`config.mk`:
```
export PLATFORM = sky130hd
export DESIGN_NAME = rot_seq_ctrl_flat
export DESIGN_NICKNAME = d
export VERILOG_FILES = /design/src/rtl/rot_pkg.sv /design/src/rtl/rot_seq_ctrl_if.sv /design/src/rtl/rot_addr_gen.sv /design/src/rtl/rot_seq_ctrl.sv /design/src/flat_wrapper.sv
export SDC_FILE = /design/constraint.sdc
export NUM_CORES = 2
export LEC_CHECK = 0
export ABC_AREA = 1
export ABC_CLOCK_PERIOD_IN_PS = 10300
export CORE_MARGIN = 8
export CORE_UTILIZATION = 45
export CTS_CLUSTER_DIAMETER = 100
export CTS_CLUSTER_SIZE = 10
export DETAILED_ROUTE_END_ITERATION = 8
export GPL_TIMING_DRIVEN = 0
export PLACE_DENSITY = 0.75
export SKIP_LAST_GASP = 1
export SYNTH_ARGS = -nofsm -noshare
export SYNTH_HDL_FRONTEND = slang
export SYNTH_SLANG_ARGS = --single-unit
```
`constraint.sdc`:
```
create_clock -name I_PCLK -period 10.3 [get_ports I_PCLK]
set_clock_uncertainty 0.1 [all_clocks]
set_input_delay 2.06 -clock I_PCLK [delete_from_list [all_inputs] [get_ports I_PCLK]]
set_output_delay 2.06 -clock I_PCLK [all_outputs]
set_load 0.02 [all_outputs]
```
`src/rtl/rot_pkg.sv`:
```
// Shared types for the image-rotate sequencer: FSM states, rotation codes, rotation helpers.
// Latency: n/a (types and pure functions only).
// Backpressure: n/a.
package rot_pkg;

   typedef enum logic [2:0] {
      ST_IDLE    = 3'd0,
      ST_RD_REQ  = 3'd1,
      ST_RD_DATA = 3'd2,
      ST_WR_REQ  = 3'd3,
      ST_DONE    = 3'd4
   } state_t;

   typedef enum logic [1:0] {
      ROT_0   = 2'd0,
      ROT_90  = 2'd1,
      ROT_180 = 2'd2,
      ROT_270 = 2'd3
   } rot_t;

   // CCW by MODE quarter-turns is the same as CW by (4-MODE) mod 4 quarter-turns
   function automatic rot_t eff_rot(input logic [1:0] mode, input logic dir);
      logic [1:0] neg;
      neg = 2'd0 - mode;
      return dir ? rot_t'(neg) : rot_t'(mode);
   endfunction

   // Quarter-turn rotations exchange the image height and width
   function automatic logic swaps_dims(input rot_t rot);
      return (rot == ROT_90) || (rot == ROT_270);
   endfunction

endpackage

```
`src/rtl/rot_seq_ctrl_if.sv`:
```
// DMA-side bundle of the rotate sequencer: read-address, read-data and write channels.
// Latency: n/a (wires only).
// Backpressure: rd_ready / wr_ready from the DMA port stall the sequencer.
interface rot_seq_ctrl_if #(
   parameter int ADDR_W = 32,
   parameter int DATA_W = 32
);
   logic              rd_valid;
   logic              rd_ready;
   logic [ADDR_W-1:0] rd_addr;
   logic              rd_dvalid;
   logic [DATA_W-1:0] rd_data;
   logic              wr_valid;
   logic              wr_ready;
   logic [ADDR_W-1:0] wr_addr;
   logic [DATA_W-1:0] wr_data;

   modport master (
      output rd_valid, rd_addr, wr_valid, wr_addr, wr_data,
      input  rd_ready, rd_dvalid, rd_data, wr_ready
   );

   modport slave (
      input  rd_valid, rd_addr, wr_valid, wr_addr, wr_data,
      output rd_ready, rd_dvalid, rd_data, wr_ready
   );
endinterface

```
`src/rtl/rot_addr_gen.sv`:
```
// Maps a source pixel (row, col) to its source read address and rotated destination address.
// Latency: purely combinational.
// Backpressure: none; inputs are held stable by the sequencer while a request waits.
module rot_addr_gen
   import rot_pkg::*;
#(
   parameter int ADDR_W    = 32,
   parameter int PIX_BYTES = 4
) (
   input  logic [15:0]       row_i,
   input  logic [15:0]       col_i,
   input  logic [15:0]       h_i,
   input  logic [15:0]       w_i,
   input  logic [15:0]       new_w_i,
   input  rot_t              rot_i,
   input  logic [ADDR_W-1:0] src_i,
   input  logic [ADDR_W-1:0] dst_i,
   output logic [ADDR_W-1:0] rd_addr_o,
   output logic [ADDR_W-1:0] wr_addr_o
);

   logic [15:0] dst_row;
   logic [15:0] dst_col;
   logic [31:0] rd_off;
   logic [31:0] wr_off;

   // Destination coordinates of the current source pixel for each rotation
   always_comb begin
      dst_row = row_i;
      dst_col = col_i;
      case (rot_i)
         ROT_90: begin
            dst_row = col_i;
            dst_col = h_i - 16'd1 - row_i;
         end
         ROT_180: begin
            dst_row = h_i - 16'd1 - row_i;
            dst_col = w_i - 16'd1 - col_i;
         end
         ROT_270: begin
            dst_row = w_i - 16'd1 - col_i;
            dst_col = row_i;
         end
         default: begin
            dst_row = row_i;
            dst_col = col_i;
         end
      endcase
   end

   // Byte offsets use 32-bit products; overflow silently wraps
   always_comb begin
      rd_off = (32'(row_i) * 32'(w_i) + 32'(col_i)) * 32'(PIX_BYTES);
      wr_off = (32'(dst_row) * 32'(new_w_i) + 32'(dst_col)) * 32'(PIX_BYTES);
   end

   assign rd_addr_o = src_i + ADDR_W'(rd_off);
   assign wr_addr_o = dst_i + ADDR_W'(wr_off);

endmodule

```
`src/rtl/rot_seq_ctrl.sv`:
```
// Rotate sequencer: per source pixel, one DMA read then one DMA write to the rotated address.
// Latency: start edge -> first read request 1 cycle; DONE 1 cycle after the last write is accepted.
// Backpressure: rd_ready/wr_ready stall with address/data held; ROT_PERF_CNT_EN adds O_PERF_CYCLES.
module rot_seq_ctrl
   import rot_pkg::*;
#(
   parameter int DATA_W    = 32,
   parameter int ADDR_W    = 32,
   parameter int PIX_BYTES = 4
) (
   input  logic              I_PCLK,
   input  logic              I_PRESET_N,
   input  logic              I_CTRL_START,
   input  logic              I_CTRL_RESET,
   input  logic              I_CTRL_INTR_MASK,
   input  logic              I_CTRL_INTR_CLEAR,
   input  logic [ADDR_W-1:0] I_DMA_SRC_IMG,
   input  logic [ADDR_W-1:0] I_DMA_DST_IMG,
   input  logic [15:0]       I_ROT_IMG_H,
   input  logic [15:0]       I_ROT_IMG_W,
   input  logic [1:0]        I_ROT_IMG_MODE,
   input  logic              I_ROT_IMG_DIR,
   rot_seq_ctrl_if.master    dma,
   output logic [15:0]       O_ROT_IMG_NEW_H,
   output logic [15:0]       O_ROT_IMG_NEW_W,
   output logic              O_CTRL_BUSY,
   output logic              O_CTRL_BEF_MASK,
   output logic              O_CTRL_AFT_MASK
`ifdef ROT_PERF_CNT_EN
   ,
   output logic [31:0]       O_PERF_CYCLES
`endif
);

   state_t            state_q;
   logic              start_q;
   logic              busy_q;
   logic              bef_q;
   logic              rd_vld_q;
   logic              wr_vld_q;
   logic              drop_q;
   logic [15:0]       row_q;
   logic [15:0]       col_q;
   logic [15:0]       h_q;
   logic [15:0]       w_q;
   logic [15:0]       new_h_q;
   logic [15:0]       new_w_q;
   rot_t              rot_q;
   logic [ADDR_W-1:0] src_q;
   logic [ADDR_W-1:0] dst_q;
   logic [DATA_W-1:0] wr_dat_q;

   logic [15:0]       row_d;
   logic [15:0]       col_d;
   logic              last_pix;
   logic              start_acc;
   logic              rd_in_flight;
   rot_t              rot_in;

   assign rot_in    = eff_rot(I_ROT_IMG_MODE, I_ROT_IMG_DIR);
   assign start_acc = (state_q == ST_IDLE) && I_CTRL_START && !start_q && !I_CTRL_RESET;
   assign last_pix  = (row_q == h_q - 16'd1) && (col_q == w_q - 16'd1);
   // A read accepted but not yet returned must have its beat discarded after an abort
   assign rd_in_flight = ((state_q == ST_RD_REQ) && dma.rd_ready) ||
                         ((state_q == ST_RD_DATA) && !dma.rd_dvalid);

   // Row-major walk: step the column, wrap into the next row
   always_comb begin
      row_d = row_q;
      col_d = col_q + 16'd1;
      if (col_q == w_q - 16'd1) begin
         col_d = 16'd0;
         row_d = row_q + 16'd1;
      end
   end

   rot_addr_gen #(
      .ADDR_W    (ADDR_W),
      .PIX_BYTES (PIX_BYTES)
   ) u_addr_gen (
      .row_i     (row_q),
      .col_i     (col_q),
      .h_i       (h_q),
      .w_i       (w_q),
      .new_w_i   (new_w_q),
      .rot_i     (rot_q),
      .src_i     (src_q),
      .dst_i     (dst_q),
      .rd_addr_o (dma.rd_addr),
      .wr_addr_o (dma.wr_addr)
   );

   // Sequencer FSM with its counters, handshake flags and done status
   always_ff @(posedge I_PCLK or negedge I_PRESET_N) begin
      if (!I_PRESET_N) begin
         state_q  <= ST_IDLE;
         start_q  <= 1'b0;
         busy_q   <= 1'b0;
         bef_q    <= 1'b0;
         rd_vld_q <= 1'b0;
         wr_vld_q <= 1'b0;
         drop_q   <= 1'b0;
         row_q    <= '0;
         col_q    <= '0;
         h_q      <= '0;
         w_q      <= '0;
         new_h_q  <= '0;
         new_w_q  <= '0;
         rot_q    <= ROT_0;
         src_q    <= '0;
         dst_q    <= '0;
         wr_dat_q <= '0;
      end else begin
         start_q <= I_CTRL_START;

         // Done sets the sticky status and beats a same-cycle clear
         if ((state_q == ST_DONE) && !I_CTRL_RESET) begin
            bef_q <= 1'b1;
         end else if (I_CTRL_INTR_CLEAR) begin
            bef_q <= 1'b0;
         end

         if (I_CTRL_RESET && rd_in_flight) begin
            drop_q <= 1'b1;
         end else if (drop_q && dma.rd_dvalid) begin
            drop_q <= 1'b0;
         end

         if (I_CTRL_RESET) begin
            state_q  <= ST_IDLE;
            busy_q   <= 1'b0;
            rd_vld_q <= 1'b0;
            wr_vld_q <= 1'b0;
         end else begin
            case (state_q)
               ST_IDLE: begin
                  if (start_acc) begin
                     h_q     <= I_ROT_IMG_H;
                     w_q     <= I_ROT_IMG_W;
                     rot_q   <= rot_in;
                     src_q   <= I_DMA_SRC_IMG;
                     dst_q   <= I_DMA_DST_IMG;
                     new_h_q <= swaps_dims(rot_in) ? I_ROT_IMG_W : I_ROT_IMG_H;
                     new_w_q <= swaps_dims(rot_in) ? I_ROT_IMG_H : I_ROT_IMG_W;
                     row_q   <= '0;
                     col_q   <= '0;
                     busy_q  <= 1'b1;
                     if ((I_ROT_IMG_H == 16'd0) || (I_ROT_IMG_W == 16'd0)) begin
                        state_q <= ST_DONE;
                     end else begin
                        state_q  <= ST_RD_REQ;
                        rd_vld_q <= 1'b1;
                     end
                  end
               end
               ST_RD_REQ: begin
                  if (dma.rd_ready) begin
                     rd_vld_q <= 1'b0;
                     state_q  <= ST_RD_DATA;
                  end
               end
               ST_RD_DATA: begin
                  if (dma.rd_dvalid && !drop_q) begin
                     wr_dat_q <= dma.rd_data;
                     wr_vld_q <= 1'b1;
                     state_q  <= ST_WR_REQ;
                  end
               end
               ST_WR_REQ: begin
                  if (dma.wr_ready) begin
                     wr_vld_q <= 1'b0;
                     if (last_pix) begin
                        state_q <= ST_DONE;
                     end else begin
                        row_q    <= row_d;
                        col_q    <= col_d;
                        rd_vld_q <= 1'b1;
                        state_q  <= ST_RD_REQ;
                     end
                  end
               end
               ST_DONE: begin
                  busy_q  <= 1'b0;
                  state_q <= ST_IDLE;
               end
               default: begin
                  state_q <= ST_IDLE;
               end
            endcase
         end
      end
   end

   assign dma.rd_valid    = rd_vld_q;
   assign dma.wr_valid    = wr_vld_q;
   assign dma.wr_data     = wr_dat_q;
   assign O_ROT_IMG_NEW_H = new_h_q;
   assign O_ROT_IMG_NEW_W = new_w_q;
   assign O_CTRL_BUSY     = busy_q;
   assign O_CTRL_BEF_MASK = bef_q;
   assign O_CTRL_AFT_MASK = bef_q & ~I_CTRL_INTR_MASK;

`ifdef ROT_PERF_CNT_EN
   logic [31:0] perf_q;

   // Busy-cycle counter: restarts on each accepted start, saturates, holds when idle
   always_ff @(posedge I_PCLK or negedge I_PRESET_N) begin
      if (!I_PRESET_N) begin
         perf_q <= '0;
      end else if (start_acc) begin
         perf_q <= '0;
      end else if (busy_q && (perf_q != '1)) begin
         perf_q <= perf_q + 32'd1;
      end
   end

   assign O_PERF_CYCLES = perf_q;
`endif

endmodule

```
`src/flat_wrapper.sv`:
```
// flat-port wrapper written by rule: the top's interface ports become plain ports
module rot_seq_ctrl_flat import rot_pkg::*;
#(
   parameter int DATA_W    = 32,
   parameter int ADDR_W    = 32,
   parameter int PIX_BYTES = 4
)
  (I_PCLK, I_PRESET_N, I_CTRL_START, I_CTRL_RESET, I_CTRL_INTR_MASK, I_CTRL_INTR_CLEAR, I_DMA_SRC_IMG, I_DMA_DST_IMG, I_ROT_IMG_H, I_ROT_IMG_W, I_ROT_IMG_MODE, I_ROT_IMG_DIR, O_ROT_IMG_NEW_H, O_ROT_IMG_NEW_W, O_CTRL_BUSY, O_CTRL_BEF_MASK, O_CTRL_AFT_MASK, dma_rd_valid, dma_rd_addr, dma_wr_valid, dma_wr_addr, dma_wr_data, dma_rd_ready, dma_rd_dvalid, dma_rd_data, dma_wr_ready);
  rot_seq_ctrl_if #(.ADDR_W(ADDR_W), .DATA_W(DATA_W)) dma_i ();
  input  logic I_PCLK;
  input  logic I_PRESET_N;
  input  logic I_CTRL_START;
  input  logic I_CTRL_RESET;
  input  logic I_CTRL_INTR_MASK;
  input  logic I_CTRL_INTR_CLEAR;
  input  logic [ADDR_W-1:0] I_DMA_SRC_IMG;
  input  logic [ADDR_W-1:0] I_DMA_DST_IMG;
  input  logic [15:0] I_ROT_IMG_H;
  input  logic [15:0] I_ROT_IMG_W;
  input  logic [1:0] I_ROT_IMG_MODE;
  input  logic I_ROT_IMG_DIR;
  output logic [15:0] O_ROT_IMG_NEW_H;
  output logic [15:0] O_ROT_IMG_NEW_W;
  output logic O_CTRL_BUSY;
  output logic O_CTRL_BEF_MASK;
  output logic O_CTRL_AFT_MASK;
  output wire logic [$bits(dma_i.rd_valid)-1:0] dma_rd_valid;
  output wire logic [$bits(dma_i.rd_addr)-1:0] dma_rd_addr;
  output wire logic [$bits(dma_i.wr_valid)-1:0] dma_wr_valid;
  output wire logic [$bits(dma_i.wr_addr)-1:0] dma_wr_addr;
  output wire logic [$bits(dma_i.wr_data)-1:0] dma_wr_data;
  input wire logic [$bits(dma_i.rd_ready)-1:0] dma_rd_ready;
  input wire logic [$bits(dma_i.rd_dvalid)-1:0] dma_rd_dvalid;
  input wire logic [$bits(dma_i.rd_data)-1:0] dma_rd_data;
  input wire logic [$bits(dma_i.wr_ready)-1:0] dma_wr_ready;
  assign dma_rd_valid = dma_i.rd_valid;
  assign dma_rd_addr = dma_i.rd_addr;
  assign dma_wr_valid = dma_i.wr_valid;
  assign dma_wr_addr = dma_i.wr_addr;
  assign dma_wr_data = dma_i.wr_data;
  assign dma_i.rd_ready = dma_rd_ready;
  assign dma_i.rd_dvalid = dma_rd_dvalid;
  assign dma_i.rd_data = dma_rd_data;
  assign dma_i.wr_ready = dma_wr_ready;
  rot_seq_ctrl #(.DATA_W(DATA_W), .ADDR_W(ADDR_W), .PIX_BYTES(PIX_BYTES)) u_core (.I_PCLK(I_PCLK), .I_PRESET_N(I_PRESET_N), .I_CTRL_START(I_CTRL_START), .I_CTRL_RESET(I_CTRL_RESET), .I_CTRL_INTR_MASK(I_CTRL_INTR_MASK), .I_CTRL_INTR_CLEAR(I_CTRL_INTR_CLEAR), .I_DMA_SRC_IMG(I_DMA_SRC_IMG), .I_DMA_DST_IMG(I_DMA_DST_IMG), .I_ROT_IMG_H(I_ROT_IMG_H), .I_ROT_IMG_W(I_ROT_IMG_W), .I_ROT_IMG_MODE(I_ROT_IMG_MODE), .I_ROT_IMG_DIR(I_ROT_IMG_DIR), .dma(dma_i), .O_ROT_IMG_NEW_H(O_ROT_IMG_NEW_H), .O_ROT_IMG_NEW_W(O_ROT_IMG_NEW_W), .O_CTRL_BUSY(O_CTRL_BUSY), .O_CTRL_BEF_MASK(O_CTRL_BEF_MASK), .O_CTRL_AFT_MASK(O_CTRL_AFT_MASK));
endmodule
```
==> results.json <==
{
  "netlist_area_um2": 31620,
  "vias": 29700,
  "clock_path_buffers": 3,
  "ios": 273,
  "finalCritPeriodShare_pct": 119.3,
  "layout_setup_ws_ps": -1986,
  "critPathLaunchType": "flip-flop",
  "numCtsBuffers": 25,
  "use_met2_pct": 44.80,
  "grt_usage_pct": 27.64,
  "grt_overflow": 0,
  "drc": 0,
  "ctsHoldBuffers": 0,
  "clock_latency_ps": 580,
  "cts_tree": "built",
  "violations": "negative setup slack",
  "drive_above_1_share_pct": 15.52,
  "hp-class": "flip-flop to flip-flop",
  "top_usage_layer": "met2",
  "wire_per_inst_um": 20.45,
  "avgSynthCellArea_um2": 7.731,
  "syn-instance-count": 4090,
  "use_met3_pct": 6.491,
  "portBuffers": 271,
  "rsz0062_at_grt": "yes",
  "syn_nets": 4936,
  "synth_top_cell_area_share_pct": 26.72,
  "core-area_um2": 69790,
  "path_max_fanout": 10,
  "cts.htree.levels": 1,
  "grt_pass1_wl_um": 171200,
  "nNetsFinal": 5371,
  "yosysTopAreaCell": "fa_1",
  "tightest_slew_ps": 1021,
  "antenna_found_initial": 1,
  "dpl.hpwl_um": 88170,
  "viasPerCell": 5.431,
  "worst_path_max_delay_cell": "fa_1",
  "crit_type": "flip-flop to output port",
  "gp_congestion": 1.024,
  "fmax_mhz": 81.39,
  "cts_root_buf": "clkbuf_16",
  "synthFlopType": "dfrtp_1",
  "synth.area.top_cells": "fa_1, dfrtp_1, nand2_1",
  "rr_worst_depth": 19,
  "first_pass_iters": 6,
  "status": "complete, but fails checks",
  "ys_ff_latch": 203,
  "relSlewSlack_pct": 31.93,
  "ant_nets": 0,
  "dieArea_um2": 79010,
  "finalWirelength_um": 111800,
  "fin_area_um2": 39760,
  "ys_warn_count": 0,
  "crit_required_ps": 8140,
  "arrival_ps": 10130,
  "die_h_um": 281.1,
  "placed_cell_area_um2": 35970,
  "layout_min_cycle_time_ps": 12290,
  "synth_common_cells": "nand2_1, inv_1, fa_1",
  "numClockSinks": 203,
  "slew_violations": 0,
  "synth-seq-area-share_pct": 16.06,
  "final_core_util_pct": 56.98,
  "hold_violations": 0,
  "path_clk_slew_ps": 60,
  "grt_max_degree": 104,
  "grtUsageMet1_pct": 35.09,
  "async_flop_share_pct": 100.0,
  "maxCapViolCount": 0,
  "max_stage_delay_ps": 550,
  "hold_depth": 2,
  "yosysUniqueCellTypes": 56,
  "rows": 97,
  "grt_pass1_vias": 30380,
  "drt_iter0_drc": 2791,
  "setup_viol": 20,
  "start_util_pct": 45.31,
  "end_kind": "output port",
  "syn2layout_area_growth_pct": 25.75,
  "synth_edf_count": 0,
  "n_antenna_cell": 0,
  "synth.most_common_cell": "nand2_1",
  "dieWidth_um": 281.1,
  "path_common_cell": "fa_1"
}
[through the flow]
step | TNS (ps) | hold slack (ps) | setup slack [ps] | cells
floorplan | -1100 | 343.1 | -276.6 | 4090
CTS | -23070 | 374.6 | -1698 | 5414
global route | -33560 | 400.6 | -2339 | 5469
global placement | -438130 | 358.4 | -2546 | 5301
detailed placement | -47160 | 361.3 | -2547 | 5302
finish | -25800 | 370.4 | -1986 | 5469
[registers in the layout, summed over array words and instances (netlist names), 2 cells and up]
signal / cells
u_core.dma.wr_data: 32
u_core.dst_q: 32
u_core.src_q: 32
u_core.O_ROT_IMG_NEW_H: 16
u_core.O_ROT_IMG_NEW_W: 16
u_core.col_q: 16
u_core.h_q: 16
u_core.row_q: 16
u_core.w_q: 16
u_core.state_q: 3
u_core.rot_q: 2
[layout by cell type, fill, tap and decap left out, types with 48 or more instances in the layout]
cell type,count
clkbuf_1,56
o21ai_0,106
clkdlybuf4s50_1,237
inv_1,826
nand3_1,85
nor2_1,224
fa_1,414
xor2_1,101
dfrtp_1,191
a21oi_1,119
nand2_2,48
nand2_1,945
buf_4,160
ha_1,237
[cells by family after synthesis]
family | after synthesis | share of synthesized area [%]
muxes | 32 | 1.140
and+or+nand+nor | 1484 | 18.96
AOI/OAI and AO/OA | 469 | 8.638
adders and majority gates | 706 | 37.95
DFF | 203 | 16.06
xor gates and xnor gates | 178 | 4.930
buffers and inverters | 1018 | 12.31
[area by class of cell]
type	instances	area, um^2
clock inverter	4	63.81
inverter	873	3339
timing repair buffer	420	3930
fill	6091	30020
clock buffer	27	643.1
buffer	133	788.3
multi-input combinational	2869	24730
tap	940	1176
sequential	203	5097
[worst max-delay path, delay by kind of cell, from the launching register on]
family / cells / cell delay [ps]
adders and majority gates: 9 / 4040
DFF: 1 / 390
xor gates and xnor gates: 4 / 590
and+or+nand+nor: 12 / 1210
buffers and inverters: 11 / 1120
AOI/OAI and AO/OA: 10 / 2180
[path summary, 6_finish.rpt]
check	start	slack, ps	end
worst min-delay path	u_core.src_q[1]	370	u_core.src_q[1]
worst max register to register	u_core.w_q[3]	5910	u_core.row_q[14]
min in group asynchronous	I_PRESET_N	1440	u_core.dma.wr_data[13]
max in group asynchronous	I_PRESET_N	7620	u_core.row_q[9]
worst min register to register	u_core.src_q[1]	370	u_core.src_q[1]
worst max-delay path	u_core.w_q[3]	-1990	dma_wr_addr[26]
[metal layers]
layer | wire length [um] | vias to the layer above
li1 | - | 13370
met5 | 0 | -
met3 | 11040 | 343
met1 | 43120 | 14410
met2 | 51640 | 1577
met4 | 6047 | 0
[what timing repair did]
item / 4_1_cts / 5_1_grt
gates resized for setup: 397 / 267
endpoints found under the setup margin: 42 / 37
pin swaps: 95 / 141
buffers inserted: 92 / 61
Power is left out: the tool's default activity adds up to more than one toggle a clock period on the data nets, which glitch-free logic cannot reach.
